File: config.mk
export PLATFORM = sky130hd
export DESIGN_NAME = seq_mult8_ctrl
export DESIGN_NICKNAME = d
export VERILOG_FILES = /design/src/rtl/seq_mult8_ctrl_pkg.sv /design/src/rtl/seq_mult8_ctrl.sv
export SDC_FILE = /design/constraint.sdc
export NUM_CORES = 1
export LEC_CHECK = 0
export BUFFER_PORTS_ARGS = -buffer_cell sky130_fd_sc_hd__buf_2
export CAP_MARGIN = 15
export CORE_MARGIN = 5
export CORE_UTILIZATION = 41
export DETAILED_ROUTE_END_ITERATION = 16
export PLACE_DENSITY = 0.7
export RECOVER_POWER = 50
export SETUP_SLACK_MARGIN = 0.05
export SLEW_MARGIN = 10
export SYNTH_ARGS = -nofsm -noshare
export SYNTH_HDL_FRONTEND = slang
export SYNTH_SLANG_ARGS = --single-unit
File: constraint.sdc
create_clock -name clk -period 1.4 [get_ports clk]
set_input_delay 0.28 -clock clk [delete_from_list [all_inputs] [get_ports clk]]
set_output_delay 0.28 -clock clk [all_outputs]
set_load 0.02 [all_outputs]
File: src/rtl/seq_mult8_ctrl_pkg.sv
// Shared constants and FSM state encoding for the 8x8 shift-and-add multiplier controller.
package seq_mult8_ctrl_pkg;

  localparam int OP_W   = 8;
  localparam int PROD_W = 2 * OP_W;

  typedef enum logic [1:0] {
    IDLE = 2'd0,
    RUN  = 2'd1,
    DONE = 2'd2
  } state_t;

endpackage

File: src/rtl/seq_mult8_ctrl.sv
// Sequential shift-and-add multiplier controller driving an external 2*OP_W adder.
// Optional macro SEQ_MULT_EARLY_EXIT_EN: finish as soon as the remaining multiplier bits are zero.
module seq_mult8_ctrl #(
  parameter int OP_W = seq_mult8_ctrl_pkg::OP_W
) (
  input  logic                clk,
  input  logic                rst,
  input  logic                start,
  input  logic [OP_W-1:0]     a,
  input  logic [OP_W-1:0]     b,
  output logic [2*OP_W-1:0]   add_a,
  output logic [2*OP_W-1:0]   add_b,
  input  logic [2*OP_W-1:0]   add_sum,
  output logic                busy,
  output logic                done,
  output logic [2*OP_W-1:0]   product
);

  import seq_mult8_ctrl_pkg::*;

  localparam int PW = 2 * OP_W;
  localparam int CW = (OP_W > 1) ? $clog2(OP_W) : 1;
  localparam logic [CW-1:0] LAST_C = CW'(OP_W - 1);
  localparam logic [CW-1:0] ONE_C  = CW'(1);

  state_t          r_state;
  logic            r_busy;
  logic            r_done;
  logic [PW-1:0]   r_acc;
  logic [PW-1:0]   r_mcand;
  logic [OP_W-1:0] r_mplr;
  logic [CW-1:0]   r_count;
  logic [PW-1:0]   r_product;

  state_t          w_state_nxt;
  logic            w_load;
  logic            w_step;
  logic            w_finish;
  logic [PW-1:0]   w_prod_nxt;
  logic [PW-1:0]   w_add_a;
  logic [PW-1:0]   w_add_b;

  assign add_a   = w_add_a;
  assign add_b   = w_add_b;
  assign busy    = r_busy;
  assign done    = r_done;
  assign product = r_product;

  // State register; busy/done are registered decodes of the next state.
  always_ff @(posedge clk) begin
    if (rst) begin
      r_state <= IDLE;
      r_busy  <= 1'b0;
      r_done  <= 1'b0;
    end else begin
      r_state <= w_state_nxt;
      r_busy  <= (w_state_nxt == RUN);
      r_done  <= (w_state_nxt == DONE);
    end
  end

  // Next-state decode and adder operand selection.
  always_comb begin
    w_state_nxt = r_state;
    w_load      = 1'b0;
    w_step      = 1'b0;
    w_finish    = 1'b0;
    w_prod_nxt  = {PW{1'b0}};
    w_add_a     = {PW{1'b0}};
    w_add_b     = {PW{1'b0}};
    case (r_state)
      IDLE, DONE: begin
        if (start) begin
          w_load      = 1'b1;
          w_state_nxt = RUN;
        end else begin
          w_state_nxt = IDLE;
        end
      end
      RUN: begin
        w_add_a = r_acc;
        if (r_mplr[0]) begin
          w_add_b = r_mcand;
        end else begin
          w_add_b = {PW{1'b0}};
        end
`ifdef SEQ_MULT_EARLY_EXIT_EN
        // No multiplier bits left: the accumulator already holds the product.
        if (r_mplr == {OP_W{1'b0}}) begin
          w_finish    = 1'b1;
          w_prod_nxt  = r_acc;
          w_state_nxt = DONE;
        end else begin
          w_step = 1'b1;
          if (r_count == LAST_C) begin
            w_finish    = 1'b1;
            w_prod_nxt  = add_sum;
            w_state_nxt = DONE;
          end else begin
            w_state_nxt = RUN;
          end
        end
`else
        w_step = 1'b1;
        if (r_count == LAST_C) begin
          w_finish    = 1'b1;
          w_prod_nxt  = add_sum;
          w_state_nxt = DONE;
        end else begin
          w_state_nxt = RUN;
        end
`endif
      end
      default: begin
        w_state_nxt = IDLE;
      end
    endcase
  end

  // Operand latch, shift-and-add datapath and product capture.
  always_ff @(posedge clk) begin
    if (rst) begin
      r_acc     <= {PW{1'b0}};
      r_mcand   <= {PW{1'b0}};
      r_mplr    <= {OP_W{1'b0}};
      r_count   <= {CW{1'b0}};
      r_product <= {PW{1'b0}};
    end else begin
      if (w_load) begin
        r_acc   <= {PW{1'b0}};
        r_mcand <= {{OP_W{1'b0}}, a};
        r_mplr  <= b;
        r_count <= {CW{1'b0}};
      end else if (w_step) begin
        r_acc   <= add_sum;
        r_mcand <= {r_mcand[PW-2:0], 1'b0};
        r_mplr  <= {1'b0, r_mplr[OP_W-1:1]};
        r_count <= r_count + ONE_C;
      end else begin
        r_acc   <= r_acc;
        r_mcand <= r_mcand;
        r_mplr  <= r_mplr;
        r_count <= r_count;
      end
      if (w_finish) begin
        r_product <= w_prod_nxt;
      end else begin
        r_product <= r_product;
      end
    end
  end

endmodule
# Word-level counts from Yosys, hierarchy flattened
# Index checks and enable logic that the tools add are counted.
# word_totals
register_bits,63
in_bits,35
out_inout_bits,50
elab_cells,36
# op_classes
n_addsub,1
n_eq_ne,5
n_mux,17
reduce_logical,4
# ops
operator,count
16-bit 2-to-1 mux,5
8-bit 2-to-1 mux,4
1-bit 2-to-1 mux,6
2-bit by 1-bit == test with 1-bit output (second input constant),2
2-bit == test (second input constant),2
2-bit one-hot mux with 2 select lines,1
2-bit OR reduction,2
3-bit by 1-bit adder with 3-bit output (second input constant),1
3-bit == test (second input constant),1
2-bit zero test,1
2-bit 2-to-1 mux,1
2-bit nonzero test,1

# Depth between registers and ports, before layout
# logic_depth
depth_word,4
depth_mapped,7
mapped_depth_nobuf,5

# Worst setup path after synthesis
# Ideal clock, no wire load.
# synth_timing
kind,register to register
startpoint,reg r_count[0]
endpoint,reg r_product[5] (netlist: product[5])
setup_ns,0.132
t_arrival_ns,1.247
t_required_ns,1.268
setup_slack_ns,0.021
stages_incl_launch_ff,8
n_path_buf,2
synth_period_minus_slack_ns,1.379
path_cell_list,dfxtp_1 > ha_1 > ha_1 > and3b_1 > buf_2 > buf_4 > nand2_1 > a21oi_1
# synth_via
elab_chain_len,3
word_cells_on_any_way,5
cone_classes,eq/ne (1); mux (4)
# synth_rtl
item,line_no,rtl
from (decl),seq_mult8_ctrl.sv:32,logic [CW-1:0] r_count;
from (signal assigned),seq_mult8_ctrl.sv:126,r_count <= {CW{1'b0}};
from (signal assigned),seq_mult8_ctrl.sv:133,r_count <= {CW{1'b0}};
from (signal assigned),seq_mult8_ctrl.sv:138,r_count <= r_count + ONE_C;
3-bit == test (*),seq_mult8_ctrl.sv:105,if (r_count == LAST_C) begin
16-bit 2-to-1 mux / 1-bit 2-to-1 mux (equally long branches),seq_mult8_ctrl.sv:105,
16-bit 2-to-1 mux / 1-bit 2-to-1 mux (equally long branches),seq_mult8_ctrl.sv:71,case (r_state)
to (signal assigned),seq_mult8_ctrl.sv:127,r_product <= {PW{1'b0}};
to (signal assigned),seq_mult8_ctrl.sv:146,r_product <= w_prod_nxt;
to (signal assigned),seq_mult8_ctrl.sv:148,r_product <= r_product;
to (decl),seq_mult8_ctrl.sv:33,logic [PW-1:0] r_product;
# Mark *: on every way between the ends. The rest lies on a longest branch, timed or not.
# A chain may end at the register's enable or synchronous reset.

# Worst setup path in the final report
# layout_timing
startpoint,reg r_state[1]
endpoint,out add_b[15]
# layout_via
elab_chain_len,2
# layout_rtl
item,line_no,rtl
from (decl),seq_mult8_ctrl.sv:26,state_t r_state;
from (signal assigned),seq_mult8_ctrl.sv:56,r_state <= w_state_nxt;
2-bit by 1-bit == test with 1-bit output,seq_mult8_ctrl.sv:71,
16-bit 2-to-1 mux,seq_mult8_ctrl.sv:71,
to (decl),seq_mult8_ctrl.sv:12,"output logic [2*OP_W-1:0] add_b,"
# No other way between the ends.

==> impl_metrics.toml <==
[worst_hold_path]
hp-class = "in -> reg"
hold_path_depth = 3
hold_path_end = "product[10]"
hp-start = "add_sum[10]"

[sta]
fin_crit_ns = 1.70
worst_pin_slew_ns = 0.507
finalHoldViolCount = 0
rsz0062_at_grt = "yes"
whs_ns = 0.192
fin_tns_setup_ns = -9.77
timing.final.ws_setup_ns = -0.298
setup_viol = 59
finalCritPeriodShare_pct = 121
clock_skew_ns = 0.0103
slew_headroom_pct = 66.1
drv_slew = 0
max_freq_mhz = 589

[placed_design]
place_ws_ns = 0.0277
hpwl_mm = 4.41
placed_area_mm2 = 0.00308
routabilityCongestion = 0.813
dp_cells = 461
port_buffers = 84

[grt]
track_usage_pct = 17.7
grt_pass1_vias = 2403
grt_max_degree = 36
grt_pass1_wl_mm = 10.8
grt_overflow = 0
antenna_found_initial = 0

[layout]
area_growth_pct = 50.6
nets = 446
final_core_util_pct = 64.0
nFillCells = 513
ff_latch_area_mm2 = 0.00126
final_cell_area_mm2 = 0.00381
drive_gt1_share_pct = 38.3
antenna_cells = 0
layoutNonFillerInstCount = 487
multi_input_area_mm2 = 0.00133

[pwr]
power_density_mw_per_mm2 = 1070
p_leak_nw = 1.55
peakVddDrop_v = 0.000680
power_mw = 4.09

[synthesis]
synthFlopType = "dfxtp_1"
ys_async_sr_fraction_pct = 0
syn_nets = 351
synth.most_common_cell = "nand2_1"
ys_ff_latch = 63
synth_cells = 314
synth_area_per_cell_um2 = 8.06
yosys_warnings = 0
synth_cell_type_count = 26
synth_commonest_cells = "nand2_1 (92), dfxtp_1 (63), a21oi_1 (46)"
synth_edf_count = 0
ys_seq_area_share_pct = 49.9
synth.area.top_cells = "dfxtp_1 (50%), nand2_1 (14%), a21oi_1 (9.1%)"
syn-cell-area_mm2 = 0.00253
synth_top_cell_area_share_pct = 49.9
synth_top_area_cell = "dfxtp_1"

[run_status]
violations = "setup timing"
status = "finished with violations"

[worst_setup_path]
path_buf_inv = 2
r2r-end = "r_mcand[2]"
crit_path_start_kind = "flop"
critPathMaxStageDelay_ns = 0.33
r2r-start = "r_state[1]"
worstPathRequired_ns = 1.12
critical_path.max_fanout = 14
r2r_slack_ns = -0.10
reg2reg_depth = 7
crit_arrival_ns = 1.42
worstSetupPathType = "reg -> out"
cp_slowest_cell = "dfxtp_2"
crit_family = "simple AND/OR/NAND/NOR gates"
path_cells = "and2b_4 -> buf_12 -> and3_4 -> buf_6"
endpoint_kind = "output pin"

[clock_tree]
cts.sinks = 63
numCtsBuffers = 9
root_buffer = "clkbuf_8"
cts_tree = "done"
clk_latency_ns = 0.33
htree_levels = 3
clockBufferDepth = 2
path_clk_slew_ns = 0.07

[detailed_routing]
dr.pass1.iters = 4
drc = 0
wire_per_inst_um = 14.9
routed_via_density = 5.18
final_antenna_net_count = 0
drtIter0Drc = 61
routed_wl_mm = 7.24
vias = 2521

[die]
core_area_mm2 = 0.00596
die_y_um = 88.6
die_width_um = 88.6
io_pins = 85
initial_utilization_pct = 42.5
num_rows = 28
die-area_mm2 = 0.00784

[flow_run]
maxCapViolCount = 0
[final cells by class]
type                       instances  share of cell area [%]
multi-input combinational        224                    34.9
sequential                        63                    33.2
timing repair buffer             111                    24.1
clock buffer                      10                    3.35
tap                               75                    2.46
clock inverter                     4                    1.90
[metal layers]
metal	vias to the layer above	GRT usage (%)	part of all wire (%)	wire (µm)
li1	1233	-	-	-
met2	80	29.2	47	3430
met5	-	0	0	0
met1	1200	20.9	43	3140
met4	0	7.55	1.2	85
met3	8	6.24	8.0	578
[where the power goes]
group	internal, mW	switching (mW)
sequential	1.86	0.0520
clock	0.980	0.672
combinational	0.245	0.282
total	3.08	1.01
[what timing repair did]
item                                    4_1_cts  5_1_grt
resized for setup                            40       88
gates cloned                                  0        3
endpoints found under the setup margin       34       69
hold buffers                                  0        0
pin swaps                                     1       18
setup buffers                                 0        9
[registers in the layout (all words and copies together), names as in the netlist]
name,count
product,16
busy,1
done,1
r_state,2
r_acc,16
r_mplr,8
r_count,3
r_mcand,16
[worst max-delay path by stage]
stage               slack, ns  startpoint  cells after the start        end
floorplan                0.05  r_state[0]                      4   add_b[0]
global placement         0.05  r_state[1]                      4   add_a[1]
finish                  -0.30  r_state[1]                      4  add_b[15]
CTS                     -0.32  r_state[1]                      4   add_b[4]
detailed placement       0.03  r_state[1]                      4   add_b[4]
global route            -0.36  r_state[1]                      4   add_b[9]
[cell families (layout without fill, tap and decap cells)]
logic type / count (synthesis) / in the layout / share of synthesized area [%]
AND/OR/NAND/NOR: 158 / 158 / 28.6
adder cells (fa/ha/maj): 2 / 2 / 0.989
flip-flops: 63 / 63 / 49.9
multiplexers: 2 / 2 / 0.791
buffers and inverters: 27 / 125 / 5.98
XOR/XNOR: 1 / 1 / 0.346
AO/OA/AOI/OAI: 61 / 61 / 13.5
[tightest hold or removal path: stages]
cell	delay, ns
buf_2	0.11
nand2_2	0.05
a21oi_2	0.04
[layout by cell type, fill, tap and decap left out, drive strengths merged, types with 6 or more instances in the layout]
cell | Yosys | layout
nor2 | 9 | 9
buf | 24 | 87
clkbuf | 3 | 34
nor3 | 14 | 14
nand2 | 92 | 92
o22ai | 6 | 6
and2 | 16 | 16
a21oi | 46 | 46
dfxtp | 63 | 63
and3 | 16 | 16
Power figures use the tool's default switching activity.
